**src/rtl/jtframe_sdram_pkg.sv**
```systemverilog
// ============================================================================
// Module      : jtframe_sdram_pkg
// Description : Shared sizes and FSM encodings for the SDRAM read arbiter.
// Revision    : 1.0 - initial release
// ============================================================================
`default_nettype none

package jtframe_sdram_pkg;

    localparam int SLOT_COUNT = 2;
    localparam int ADDR_W     = 22;
    localparam int TAG_W      = 21;
    localparam int DATA_W     = 32;
    localparam int BANK_W     = 2;
    localparam int ST_W       = 2;

    typedef logic [ST_W-1:0] state_t;

    localparam state_t ST_IDLE      = 2'd0;
    localparam state_t ST_WAIT_ACK  = 2'd1;
    localparam state_t ST_WAIT_DATA = 2'd2;

    // A tag names a 32-bit word pair; the SDRAM is addressed at its even word
    function automatic logic [ADDR_W-1:0] pair_addr(input logic [TAG_W-1:0] tag);
        return {tag, 1'b0};
    endfunction

endpackage

`default_nettype wire

```
**src/rtl/jtframe_sdram_slot.sv**
```systemverilog
// ============================================================================
// Module      : jtframe_sdram_slot
// Description : One-entry read cache for a game slot, with hit/pending logic.
// Revision    : 1.0 - initial release
// ============================================================================
`default_nettype none

module jtframe_sdram_slot
    import jtframe_sdram_pkg::*;
(
    input  logic              clk,
    input  logic              rst,
    input  logic              i_downloading,
    input  logic              i_cs,
    input  logic [TAG_W-1:0]  i_tag,
    input  logic              i_in_flight,
    input  logic              i_fill,
    input  logic [TAG_W-1:0]  i_fill_tag,
    input  logic [DATA_W-1:0] i_fill_data,
    output logic              o_pending,
    output logic              o_ok,
    output logic [DATA_W-1:0] o_dout
);

    logic              r_valid;
    logic [TAG_W-1:0]  r_tag;
    logic [DATA_W-1:0] r_data;
    logic              r_ok;
    logic              w_hit;

    assign w_hit     = i_cs && r_valid && (r_tag == i_tag);
    // The owner of the outstanding read must not re-request its own miss
    assign o_pending = i_cs && !w_hit && !i_in_flight;
    assign o_ok      = r_ok;
    assign o_dout    = r_data;

    always_ff @(posedge clk) begin
        if (rst) begin
            r_valid <= 1'b0;
            r_tag   <= '0;
            r_data  <= '0;
            r_ok    <= 1'b0;
        end else begin
            r_ok <= w_hit && !i_downloading;
            if (i_downloading) begin
                r_valid <= 1'b0;
            end else if (i_fill) begin
                r_valid <= 1'b1;
                r_tag   <= i_fill_tag;
                r_data  <= i_fill_data;
            end
        end
    end

endmodule

`default_nettype wire

```
**src/rtl/jtframe_sdram_arb2.sv**
```systemverilog
// ============================================================================
// Module      : jtframe_sdram_arb2
// Description : Two-slot cached SDRAM read arbiter with round-robin grant.
// Revision    : 1.0 - initial release
// ============================================================================
`default_nettype none

module jtframe_sdram_arb2
    import jtframe_sdram_pkg::*;
#(
    parameter logic [BANK_W-1:0] SLOT0_BANK = 2'd0,
    parameter logic [BANK_W-1:0] SLOT1_BANK = 2'd1
) (
    input  logic              clk,
    input  logic              rst,
    input  logic              downloading,
    input  logic              slot0_cs,
    input  logic [ADDR_W-1:0] slot0_addr,
    output logic              slot0_ok,
    output logic [DATA_W-1:0] slot0_dout,
    input  logic              slot1_cs,
    input  logic [ADDR_W-1:0] slot1_addr,
    output logic              slot1_ok,
    output logic [DATA_W-1:0] slot1_dout,
    output logic              read_req,
    output logic [ADDR_W-1:0] sdram_addr,
    output logic [BANK_W-1:0] sdram_bank,
    output logic              sdram_rnw,
    output logic              refresh_en,
    input  logic              sdram_ack,
    input  logic              data_rdy,
    input  logic [DATA_W-1:0] data_read
);

    state_t              r_state, w_state_nxt;
    logic                r_owner, w_owner_nxt;
    logic                r_last, w_last_nxt;
    logic                r_read_req, w_read_req_nxt;
    logic                r_refresh_en;
    logic [ADDR_W-1:0]   r_sdram_addr, w_sdram_addr_nxt;
    logic [BANK_W-1:0]   r_sdram_bank, w_sdram_bank_nxt;
    logic [TAG_W-1:0]    r_tag, w_tag_nxt;
    logic                w_grant;

    logic [SLOT_COUNT-1:0] w_cs, w_pending, w_in_flight, w_fill, w_ok;
    logic [TAG_W-1:0]      w_slot_tag [SLOT_COUNT];
    logic [DATA_W-1:0]     w_dout     [SLOT_COUNT];
    logic                  w_unused_lsb;

    assign w_cs          = {slot1_cs, slot0_cs};
    assign w_slot_tag[0] = slot0_addr[ADDR_W-1:1];
    assign w_slot_tag[1] = slot1_addr[ADDR_W-1:1];
    assign w_unused_lsb  = slot0_addr[0] ^ slot1_addr[0];

    generate
        for (genvar i = 0; i < SLOT_COUNT; i++) begin : g_slot
            assign w_in_flight[i] = (r_state != ST_IDLE) && (r_owner == 1'(i));

            jtframe_sdram_slot u_slot (
                .clk           (clk),
                .rst           (rst),
                .i_downloading (downloading),
                .i_cs          (w_cs[i]),
                .i_tag         (w_slot_tag[i]),
                .i_in_flight   (w_in_flight[i]),
                .i_fill        (w_fill[i]),
                .i_fill_tag    (r_tag),
                .i_fill_data   (data_read),
                .o_pending     (w_pending[i]),
                .o_ok          (w_ok[i]),
                .o_dout        (w_dout[i])
            );
        end
    endgenerate

    assign slot0_ok   = w_ok[0];
    assign slot1_ok   = w_ok[1];
    assign slot0_dout = w_dout[0];
    assign slot1_dout = w_dout[1];
    assign read_req   = r_read_req;
    assign sdram_addr = r_sdram_addr;
    assign sdram_bank = r_sdram_bank;
    assign sdram_rnw  = 1'b1;
    assign refresh_en = r_refresh_en;

    // The priority pointer only moves when both slots contend
    assign w_grant = (w_pending[0] && w_pending[1]) ? ~r_last : ~w_pending[0];

    always_comb begin
        w_state_nxt      = r_state;
        w_owner_nxt      = r_owner;
        w_last_nxt       = r_last;
        w_read_req_nxt   = r_read_req;
        w_sdram_addr_nxt = r_sdram_addr;
        w_sdram_bank_nxt = r_sdram_bank;
        w_tag_nxt        = r_tag;
        w_fill           = '0;
        case (r_state)
            ST_IDLE: begin
                if (!downloading && (|w_pending)) begin
                    w_owner_nxt      = w_grant;
                    w_tag_nxt        = w_slot_tag[w_grant];
                    w_sdram_addr_nxt = pair_addr(w_slot_tag[w_grant]);
                    w_sdram_bank_nxt = w_grant ? SLOT1_BANK : SLOT0_BANK;
                    w_read_req_nxt   = 1'b1;
                    w_state_nxt      = ST_WAIT_ACK;
                    if (&w_pending) begin
                        w_last_nxt = w_grant;
                    end
                end
            end
            ST_WAIT_ACK: begin
                if (sdram_ack) begin
                    w_read_req_nxt = 1'b0;
                    w_state_nxt    = ST_WAIT_DATA;
                end
            end
            ST_WAIT_DATA: begin
                if (data_rdy) begin
                    // A download in progress lets the handshake finish but discards the data
                    w_fill[r_owner] = !downloading;
                    w_state_nxt     = ST_IDLE;
                end
            end
            default: begin
                w_read_req_nxt = 1'b0;
                w_state_nxt    = ST_IDLE;
            end
        endcase
    end

    always_ff @(posedge clk) begin
        if (rst) begin
            r_state      <= ST_IDLE;
            r_owner      <= 1'b0;
            r_last       <= 1'b1;
            r_read_req   <= 1'b0;
            r_sdram_addr <= '0;
            r_sdram_bank <= '0;
            r_tag        <= '0;
            r_refresh_en <= 1'b0;
        end else begin
            r_state      <= w_state_nxt;
            r_owner      <= w_owner_nxt;
            r_last       <= w_last_nxt;
            r_read_req   <= w_read_req_nxt;
            r_sdram_addr <= w_sdram_addr_nxt;
            r_sdram_bank <= w_sdram_bank_nxt;
            r_tag        <= w_tag_nxt;
            r_refresh_en <= (r_state == ST_IDLE) && !(|w_pending);
        end
    end

endmodule

`default_nettype wire
```
**config.mk**
```make
export PLATFORM = sky130hd
export DESIGN_NAME = jtframe_sdram_arb2
export DESIGN_NICKNAME = d
export VERILOG_FILES = /design/src/rtl/jtframe_sdram_pkg.sv /design/src/rtl/jtframe_sdram_slot.sv /design/src/rtl/jtframe_sdram_arb2.sv
export SDC_FILE = /design/constraint.sdc
export NUM_CORES = 1
export LEC_CHECK = 0
export BUFFER_PORTS_ARGS = -buffer_cell sky130_fd_sc_hd__buf_4
export CAP_MARGIN = 20
export CORE_MARGIN = 2
export CORE_UTILIZATION = 23
export DETAILED_ROUTE_END_ITERATION = 12
export PLACE_DENSITY_LB_ADDON = 0.2
export SLEW_MARGIN = 10
export SYNTH_ARGS = -nofsm -noshare
export SYNTH_HDL_FRONTEND = slang
export SYNTH_HIERARCHICAL = 1
export SYNTH_SLANG_ARGS = --single-unit
```
**constraint.sdc**
```tcl
create_clock -name clk -period 5.7 [get_ports clk]
set_input_delay 1.14 -clock clk [delete_from_list [all_inputs] [get_ports clk]]
set_output_delay 1.14 -clock clk [all_outputs]
set_load 0.01 [all_outputs]
```
* Yosys cells after proc, flatten, opt, wreduce, memory -nomap -nowiden *
Index checks and enable logic that the tools add are counted.

cells by class
  $lt $le $gt $ge = 3
  equal/unequal tests = 7
  muxes and demuxes = 16
  bitwise gates (word level) = 7
  reduce and logical (&&, ||, !) cells = 32

operators with widths
  operator              count
  $mux W21              3
  $eq A21 B21 Y1        2
  $logic_and A1 B1 Y1   16
  $mux W2               5
  $logic_not A1 Y1      6
  $ne A2 B2 Y1 const B  3
  $pmux W2 S3           1
  $reduce_and A2 Y1     3
  $reduce_and A3 Y1     2
  $mux W1               5
  $not A1 Y1            5
  $reduce_and A4 Y1     1
  $reduce_or A2 Y1      2
  $pmux W1 S3           1
  $and A2 B2 Y2         1
  $eq A2 B1 Y1 const B  1
  $eq A2 B2 Y1 const B  1
  $ge A2 B2 Y1 const B  1
  $logic_not A2 Y1      1
  $lt A1 B2 Y1 const B  1
  $not A1 Y2            1
  $reduce_bool A2 Y1    1
  $demux W1 S1          1
  $ge A1 B1 Y1 const B  1

storage, ports and cells
  flip-flop bits (word level) = 139
  bits of input ports = 83
  word-level logic and storage cells = 80

* Logic depth before layout (Yosys ltp) *
Gate-level depths: netlist (run 1).

  word-level depth = 11
  gate-level depth with buffers = 11
  depth with buffers taken out = 8

* Modules after synthesis *
The synthesis (run 1) kept the hierarchy.

modules (own cells, without submodules)
  module              times used  cells each  area each (um^2)  seq. area each (um^2)
  jtframe_sdram_slot  2           268         2124.5            1101.1
  jtframe_sdram_arb2  1           162         1400.1            540.5

* Worst setup path after synthesis (run 1) *
Ideal clock, no wire load.

  path type = input to register
  start point = input port slot0_addr[15]
  end point = register, netlist name r_tag[10]
  library setup time = 0.089 ns
  arrival = 2.579 ns
  required time = 5.611 ns
  path slack = 3.033 ns
  cell stages on the path = 9
  path through = xnor2_1 > nand4_1 > nor4_2 > a21oi_1 > buf_2 > nand2_1 > clkbuf_1 > nand2_1 > a311oi_2

RTL lines
  item             RTL line                  text
  start, declared  jtframe_sdram_arb2.sv:18  input logic [ADDR_W-1:0] slot0_addr,

==> results of run 1 <==
==> through the flow <==
stage	power, W	hold WS, ns
2_1_floorplan	0.00114	0.440
3_3_place_gp	0.00126	0.443
3_5_place_dp	0.00126	0.447
4_1_cts	0.00263	0.456
5_1_grt	0.00269	0.467
6_report	0.00259	0.453
==> cell type report <==
class | count | share of cell area
repair buffers | 179 | 0.172
clock buffers | 20 | 0.0567
flip-flops and latches | 137 | 0.348
diodes | 1 | 0.000318
clock inverters | 11 | 0.0339
well taps | 324 | 0.0515
multi-input cells | 506 | 0.336
inverters | 1 | 0.000477
==> layer usage <==
metal,wire (µm),up-vias,global-route usage
li1,-,2585,-
met1,8590,2352,0.183
met2,8540,171,0.239
met3,1340,18,0.0398
met4,231,0,0.0422
met5,0,-,0
==> logic make-up (layout without fill, tap and decap cells) <==
kind of cell,after synthesis,in the layout,share of synthesized area
buf+inv,56,211,0.0507
flops,137,137,0.485
compound gates,137,137,0.158
other cells,2,4,0.00133
simple gates,323,323,0.238
xor+xnor,43,43,0.0667
==> worst register-to-register path, stage by stage (launching register included) <==
cell	delay, ns
dfxtp_1	0.32
xnor2_1	0.30
nand4_1	0.23
nor4_2	0.44
a21oi_1	0.20
nand2b_1	0.11
buf_4	0.31
nand2_1	0.67
nand2_1	0.30
a311oi_2	0.11
==> sequential cells by signal (all words and copies together) (netlist names) <==
signal	count
read_req	1
r_owner	1
refresh_en	1
r_last	1
r_tag	21
r_state	2
g_slot.u_slot/o_ok	2
g_slot.u_slot/o_dout	64
g_slot.u_slot/r_valid	2
g_slot.u_slot/r_tag	42
==> final timing paths <==
kind,startpoint,endpoint,slack [ns],cells past startpoint
worst max register to register,g_slot[1].u_slot/r_tag[6]$_SDFFE_PP0P_,r_tag[9]$_SDFFE_PP0P_,2.55,9
worst min-delay path,g_slot[0].u_slot/o_dout[27]$_SDFFE_PP0P_,g_slot[0].u_slot/o_dout[27]$_SDFFE_PP0P_,0.45,2
worst min register to register,g_slot[0].u_slot/o_dout[27]$_SDFFE_PP0P_,g_slot[0].u_slot/o_dout[27]$_SDFFE_PP0P_,0.45,2
worst max-delay path,slot1_addr[7],r_tag[9]$_SDFFE_PP0P_,2.04,10
==> power by group <==
part | total [W] | leakage, nW | switching (W) | internal (W)
clock | 0.00136 | 0.345 | 0.000433 | 0.000922
sequential | 0.00100 | 1.11 | 0.0000238 | 0.000978
combinational | 0.000229 | 1.47 | 0.000126 | 0.000104
total | 0.00259 | 2.92 | 0.000583 | 0.00200
==> synth_stat cells, types with 2 or more instances <==
library cell / number / share of area
buf_4: 6 / 0.0080
nand3_1: 22 / 0.019
xor2_1: 3 / 0.0047
nor2b_1: 2 / 0.0022
nor4_2: 2 / 0.0044
nor2_1: 34 / 0.023
dfxtp_1: 137 / 0.49
a21oi_1: 110 / 0.097
nand4_1: 10 / 0.011
a311oi_2: 18 / 0.048
nand2_1: 237 / 0.16
clkbuf_1: 20 / 0.013
xnor2_1: 40 / 0.062
and3_1: 2 / 0.0022
nand2b_1: 9 / 0.010
buf_2: 25 / 0.022
conb_1: 2 / 0.0013
o21a_1: 2 / 0.0027
nor3_1: 2 / 0.0018
buf_6: 3 / 0.0060
a311oi_1: 4 / 0.0062
==> flow_summary.yaml, run 1 <==
status:
  outcome: "completed"
sta:
  finalSetupViolCount: 0
  final.period_utilization: 0.642
  worst_slack_ns: 2.04
  worst_slew_pin_slew_ns: 0.993
  rsz0062_at_grt: "no"
  finalWorstPathRequiredPeriod_ns: 3.66
  tns_ns: 0
  hold_violations: 0
  finClkSkew_ns: 0.00655
  slew_headroom: 0.336
  drv_slew: 0
  timing.fmax_mhz: 273
clocking:
  cts_root_buffer: "clkbuf_16"
  htreeDepth: 4
  numCtsBuffers: 17
  tritoncts: "done"
  postCtsSetupRepairBufs: 0
  clk-insertion-delay-late_ns: 0.42
  cts_sinks: 137
  ctsHoldBuffers: 0
  cts.reportedPaths.clkPinSlew_ns: 0.06
  ctsResizeCount: 0
  clockBufferDepth: 2
global_route:
  grt_max_degree: 70
  grt_pass1_vias: 4945
  grt_pass1_wl_um: 28700
  grt_overflow: 0
  grt_usage: 0.144
  antenna_found_initial: 0
drt:
  wl_per_cell_um: 15.9
  vias: 5126
  dr.pass1.iters: 4
  via_per_inst: 4.35
  drcViolationCount: 0
  routed_wl_um: 18700
  drt_iter0_drc: 328
  drtAntennaViolNets: 0
floorplanning:
  core_um2: 24200
  top_level_ports: 176
  die_h_um: 161
  dieWidth_um: 161
  rows: 57
  dieArea_um2: 25800
  initial_core_util: 0.233
critical_path:
  crit_chain: "buf_4, xnor2_1, nand4_1, nor4_2, a21oi_1, nand2b_1, buf_4, nand2_1, nand2_1, a311oi_2"
  slowest_delay_ns: 0.66
  critPathArrivalTime_ns: 3.92
  slowest_stage: "nand2_1"
  crit_required_ns: 5.96
  critPathBufInv: 2
  cp_top_family: "simple AND/OR/NAND/NOR gates"
  worstPathMaxFanout: 23
  cp-end-kind: "flop"
  criticalPathCategory: "in -> reg"
  cp-start-kind: "input pin"
synthesis:
  synth_edf_count: 0
  ys_ff_latch: 137
  syn_inst: 698
  syn-cell-area_um2: 5650
  synth.distinct_cells: 29
  seq_area_frac_synth: 0.485
  yosysWarnings: 6
  synth_ff_type: "dfxtp_1"
  syn_area_per_cell_um2: 8.09
  synth-async-reset-ratio: 0
pwr:
  ir_worst_vdd_v: 0.000165
  leakage_nw: 2.92
  power_density_nw_per_um2: 329
final_layout:
  drive_gt1_frac: 0.274
  n_fill_cell: 2649
  finalNetCount: 925
  regArea_um2: 2740
  final_common_cell: "nand2_1"
  synthToLayoutAreaGrowth_pct: 39.3
  final_util: 0.325
  final_cell_mix: "237 x nand2_1, 178 x buf_4, 137 x dfxtp_1, 109 x a21oi_1, 40 x xnor2_1"
  multi_input_area_um2: 2650
  stdcell_count: 1179
  final_area_um2: 7870
place:
  io_buffers: 170
  routabilityCongestion: 0.752
  post-place-cells: 1146
  dp_worst_setup_slack_ns: 1.44
  dpl_cell_area_um2: 7140
  dp_hpwl_um: 12400
flow_run:
  maxCapViolCount: 0
hold_path:
  hold_path.class: "reg -> reg"
Power figures use the tool's default switching activity.
==> run 2: changes to the inputs <==
==> constraint.sdc (replaced) <==
create_clock -name clk -period 3.83 [get_ports clk]
set_input_delay 0.766 -clock clk [delete_from_list [all_inputs] [get_ports clk]]
set_output_delay 0.766 -clock clk [all_outputs]
set_load 0.01 [all_outputs]
==> run 2 against run 1 <==
  * Cell area down 0.70%
  * Non-clock buffer count up 3
  * Worst hold slack hardly changed
  * Worst setup slack worse by 0.98 ns
  * First-iteration DRC count is 11% lower
  * Clock power up 26%
  * Register-to-register slack worse by 1.3 ns
  * Sequential cell count is the same
  * Clock skew is 0.0056 ns higher
  * Count of clock-buffer cells in the layout is 1 lower
  * Combinational power grew 52%
  * Critical endpoint is now r_tag[12]$_SDFFE_PP0P_
==> flow_summary.yaml, run 2 (synthesized netlist as in run 1, its figures left out) <==
drt:
  via_per_inst: 4.36
  dr.pass1.iters: 4
  routed_wl_um: 18800
  wl_per_cell_um: 15.9
  drt_iter0_drc: 291
  drtAntennaViolNets: 0
  vias: 5154
  drcViolationCount: 0
floorplanning:
  initial_core_util: 0.233
  rows: 57
  die_h_um: 161
  dieArea_um2: 25800
  top_level_ports: 176
  dieWidth_um: 161
  core_um2: 24200
clocking:
  clockBufferDepth: 2
  ctsHoldBuffers: 0
  numCtsBuffers: 17
  htreeDepth: 4
  cts_sinks: 137
  cts_root_buffer: "clkbuf_16"
  tritoncts: "done"
  cts.reportedPaths.clkPinSlew_ns: 0.06
  postCtsSetupRepairBufs: 0
  clk-insertion-delay-late_ns: 0.42
  ctsResizeCount: 0
critical_path:
  regToRegEndpoint: "r_tag[12]$_SDFFE_PP0P_"
  cp-end-kind: "flop"
  reg2reg_depth: 9
  r2r_start: "g_slot[1].u_slot/r_tag[6]$_SDFFE_PP0P_"
  cp-start-kind: "input pin"
  crit_required_ns: 4.08
  criticalPathCategory: "in -> reg"
  critPathArrivalTime_ns: 3.02
  reg2reg_slack_ns: 1.21
  worstPathMaxFanout: 12
final_layout:
  finalNetCount: 928
  antenna_cells_inserted: 0
  largest_reg_flops: 64
  drive_gt1_frac: 0.279
  synthToLayoutAreaGrowth_pct: 38.4
  final_cell_mix: "237 x nand2_1, 179 x buf_4, 137 x dfxtp_1, 109 x a21oi_1, 40 x xnor2_1"
  final_common_cell: "nand2_1"
place:
  dp_worst_setup_slack_ns: 0.554
  dp_hpwl_um: 12500
  io_buffers: 170
  routabilityCongestion: 0.720
hold_path:
  worstHoldPathCells: 2
  hold_end: "g_slot[0].u_slot/o_dout[25]$_SDFFE_PP0P_"
  hold_path.class: "reg -> reg"
  hp-start: "g_slot[0].u_slot/o_dout[25]$_SDFFE_PP0P_"
flow_run:
  maxCapViolCount: 0
sta:
  finClkSkew_ns: 0.0122
  drv_slew: 0
  tns_ns: 0
  worst_slack_ns: 1.06
  hold_violations: 0
  rsz0062_at_grt: "no"
  worst_slew_pin_slew_ns: 1.09
  finalSetupViolCount: 0
  final.period_utilization: 0.722
  finalWorstPathRequiredPeriod_ns: 2.77
  slew_headroom: 0.272
  timing.fmax_mhz: 362
pwr:
  leakage_nw: 2.89
  power_density_nw_per_um2: 455
  ir_worst_vdd_v: 0.000207
global_route:
  grt_pass1_wl_um: 29000
  grt_overflow: 0
  grt_usage: 0.146
  antenna_found_initial: 1
  grt_max_degree: 85
  grt_pass1_vias: 5131
status:
  outcome: "completed"
[run 2: changes by cell type in the layout (fill, tap and decap cells not counted), moves of 2 or more]
cell / previous run / this run
buf_12: 1 / 3
clkinvlp_4: 0 / 3
clkinv_4: 2 / 5
bufinv_16: 8 / 3
[run 2: power by group]
part | total [W] | switching, W | internal (W) | leakage [nW]
Combinational | 0.000349 | 0.000189 | 0.000160 | 1.49
Sequential | 0.00149 | 0.0000339 | 0.00146 | 1.11
Clock | 0.00172 | 0.000672 | 0.00105 | 0.290
[run 2: worst max-delay path, cell delays in order]
cell and delay [ns]:
buf_4 0.13, xnor2_1 0.34, nand4_1 0.23, nor4_2 0.42, a21oi_1 0.20, nand2b_1 0.38
nand2_1 0.13, buf_4 0.22, nand2_1 0.10, a311oi_2 0.09
[run 2: routing by layer]
layer,part of all wire,up-vias,global-route usage,routed length [µm]
li1,-,2595,-,-
met1,0.46,2390,0.181,8630
met5,0.00042,-,0,8
met4,0.017,2,0.0503,327
met2,0.46,149,0.240,8620
met3,0.066,18,0.0457,1250
[run 2: stage by stage]
stage	instances	hold slack, ns	total power [W]	area, µm²	utilization
finish	1182	0.453	0.00356	7820	0.322
global route	1182	0.476	0.00371	7820	0.322
CTS	1182	0.456	0.00362	7820	0.322
detailed placement	1150	0.447	0.00188	7200	0.297
global placement	1150	0.443	0.00187	7200	0.297
floorplan	699	0.440	0.00169	5650	-
[run 2: worst max path at each step]
stage / to / depth (start not counted) / start
floorplan: r_tag[10]$_SDFFE_PP0P_ / 9 / slot0_addr[15]
global placement: r_tag[14]$_SDFFE_PP0P_ / 10 / slot1_addr[7]
detailed placement: r_tag[11]$_SDFFE_PP0P_ / 10 / slot1_addr[7]
CTS: r_tag[10]$_SDFFE_PP0P_ / 10 / slot1_addr[7]
global route: r_tag[8]$_SDFFE_PP0P_ / 9 / slot1_addr[7]
finish: r_tag[12]$_SDFFE_PP0P_ / 10 / slot1_addr[7]
[run 2: layout make-up]
type                    count  area (µm²)
fillers                  2642       16400
flip-flops and latches    137        2740
multi-input cells         506        2650
repair buffers            182        1400
clock buffers              19         443
well taps                 324         405
clock inverters            13         170
inverters                   1        3.75
==> run 3: changes to the inputs <==
==> constraint.sdc (replaced) <==
create_clock -name clk -period 2.75 [get_ports clk]
set_input_delay 0.55 -clock clk [delete_from_list [all_inputs] [get_ports clk]]
set_output_delay 0.55 -clock clk [all_outputs]
set_load 0.01 [all_outputs]
==> run 3 against run 2 <==
  * Worst setup slack got worse by 0.56 ns
  * Sequential share of layout area decreased by 0.67 points
  * Critical path type is now reg -> reg
  * Wire length is 2.8% lower
==> flow_summary.yaml, run 3 (synthesized netlist as in run 1, its figures left out) <==
critical_path:
  cp-end-kind: "flop"
  cp-start-kind: "flop"
  reg2reg_slack_ns: 0.50
  r2r_start: "g_slot[1].u_slot/r_tag[6]$_SDFFE_PP0P_"
  endpoint: "r_tag[14]$_SDFFE_PP0P_"
  crit_start: "g_slot[1].u_slot/r_tag[6]$_SDFFE_PP0P_"
  crit_required_ns: 3.08
  criticalPathCategory: "reg -> reg"
  worstPathMaxFanout: 17
  critPathArrivalTime_ns: 2.58
  reg2reg_depth: 9
  regToRegEndpoint: "r_tag[14]$_SDFFE_PP0P_"
flow_run:
  maxCapViolCount: 0
sta:
  finClkSkew_ns: 0.0130
  final.period_utilization: 0.818
  hold_ws_ns: 0.381
  drv_slew: 0
  hold_violations: 0
  tns_ns: 0
  finalSetupViolCount: 0
  finalWorstPathRequiredPeriod_ns: 2.25
  worst_slack_ns: 0.501
  timing.fmax_mhz: 445
  rsz0062_at_grt: "no"
final_layout:
  antenna_cells_inserted: 0
  n_fill_cell: 2639
  drive_gt1_frac: 0.284
  final_common_cell: "nand2_1"
  final_util: 0.329
  finalNetCount: 934
  final_cell_mix: "237 x nand2_1, 179 x buf_4, 137 x dfxtp_1, 109 x a21oi_1, 40 x xnor2_1"
  synthToLayoutAreaGrowth_pct: 41.1
  largest_reg_flops: 64
  final_area_um2: 7970
place:
  dp_worst_setup_slack_ns: 0.0946
  dp_hpwl_um: 12700
  routabilityCongestion: 0.758
  dpl_cell_area_um2: 7320
  io_buffers: 170
global_route:
  antenna_found_initial: 0
  grt_usage: 0.142
  grt_max_degree: 54
  grt_pass1_vias: 5068
  grt_overflow: 0
  grt_pass1_wl_um: 28600
floorplanning:
  core_um2: 24200
  dieArea_um2: 25800
  dieWidth_um: 161
  die_h_um: 161
  initial_core_util: 0.233
  rows: 57
  top_level_ports: 176
pwr:
  switching_power_w: 0.00123
  power_density_nw_per_um2: 641
  p_int_w: 0.00388
  pwr-share-clk: 0.495
  seqPwrFrac: 0.406
  leakage_nw: 2.97
  sw_frac_of_total: 0.241
  ir_worst_vdd_v: 0.000299
  pwr-share-comb: 0.098
drt:
  routed_wl_um: 18300
  wl_per_cell_um: 15.4
  drcViolationCount: 0
  drt_iter0_drc: 217
  vias: 5160
  drtAntennaViolNets: 0
  dr.pass1.iters: 4
  via_per_inst: 4.35
clocking:
  clockBufferDepth: 2
  cts_sinks: 137
  clk-insertion-delay-late_ns: 0.42
  cts.reportedPaths.clkPinSlew_ns: 0.07
  postCtsSetupRepairBufs: 0
  numCtsBuffers: 17
  cts_root_buffer: "clkbuf_16"
  ctsResizeCount: 0
  ctsHoldBuffers: 0
  tritoncts: "done"
  htreeDepth: 4
hold_path:
  hp-start: "data_read[31]"
  hold_path.class: "in -> reg"
status:
  outcome: "completed"
-- run 3: layout make-up --
type,count,area (µm²),area share
sequential,137,2740,0.344
tap,324,405,0.0509
inverter,1,3.75,0.000471
clock buffer,17,425,0.0534
clock inverter,14,220,0.0276
multi-input combinational,506,2650,0.332
timing repair buffer,188,1520,0.191
-- run 3: critical path, stage by stage (launching register included) --
cell	delay, ns
dfxtp_1	0.32
xnor2_1	0.15
buf_4	0.14
nand4_1	0.15
nor4_2	0.43
a21oi_1	0.20
nand2b_1	0.22
buf_12	0.19
nand3_1	0.10
a311oi_2	0.25
-- run 3: power by group through the flow --
stage	logic [W]	clock network, W	registers [W]
2_1_floorplan	0.000237	0	0.00212
3_3_place_gp	0.000508	0	0.00212
3_5_place_dp	0.000510	0	0.00212
4_1_cts	0.000511	0.00260	0.00208
5_1_grt	0.000549	0.00270	0.00208
6_report	0.000501	0.00253	0.00208
-- run 3: per-stage QoR --
stage | cells | total power, W
floorplan | 699 | 0.00236
global placement | 1156 | 0.00263
detailed placement | 1156 | 0.00263
CTS | 1187 | 0.00519
global route | 1187 | 0.00533
finish | 1187 | 0.00511
-- run 3: worst min path at each step --
stage / to / slack (ns) / cells past startpoint
floorplan: g_slot[0].u_slot/r_valid$_SDFFE_PP0P_ / 0.44 / 1
global placement: g_slot[0].u_slot/o_dout[5]$_SDFFE_PP0P_ / 0.44 / 2
finish: g_slot[1].u_slot/o_dout[31]$_SDFFE_PP0P_ / 0.38 / 3
global route: g_slot[1].u_slot/o_dout[31]$_SDFFE_PP0P_ / 0.37 / 3
CTS: g_slot[1].u_slot/o_dout[30]$_SDFFE_PP0P_ / 0.36 / 3
detailed placement: g_slot[0].u_slot/o_dout[24]$_SDFFE_PP0P_ / 0.45 / 2
-- run 3: layer usage --
metal	GRT usage	part of all wire	wire length, µm	vias to the layer above
met5	0	0	0	-
met4	0.0430	0.014	262	0
met3	0.0444	0.072	1310	15
met2	0.231	0.45	8260	152
met1	0.182	0.46	8460	2386
li1	-	-	-	2607
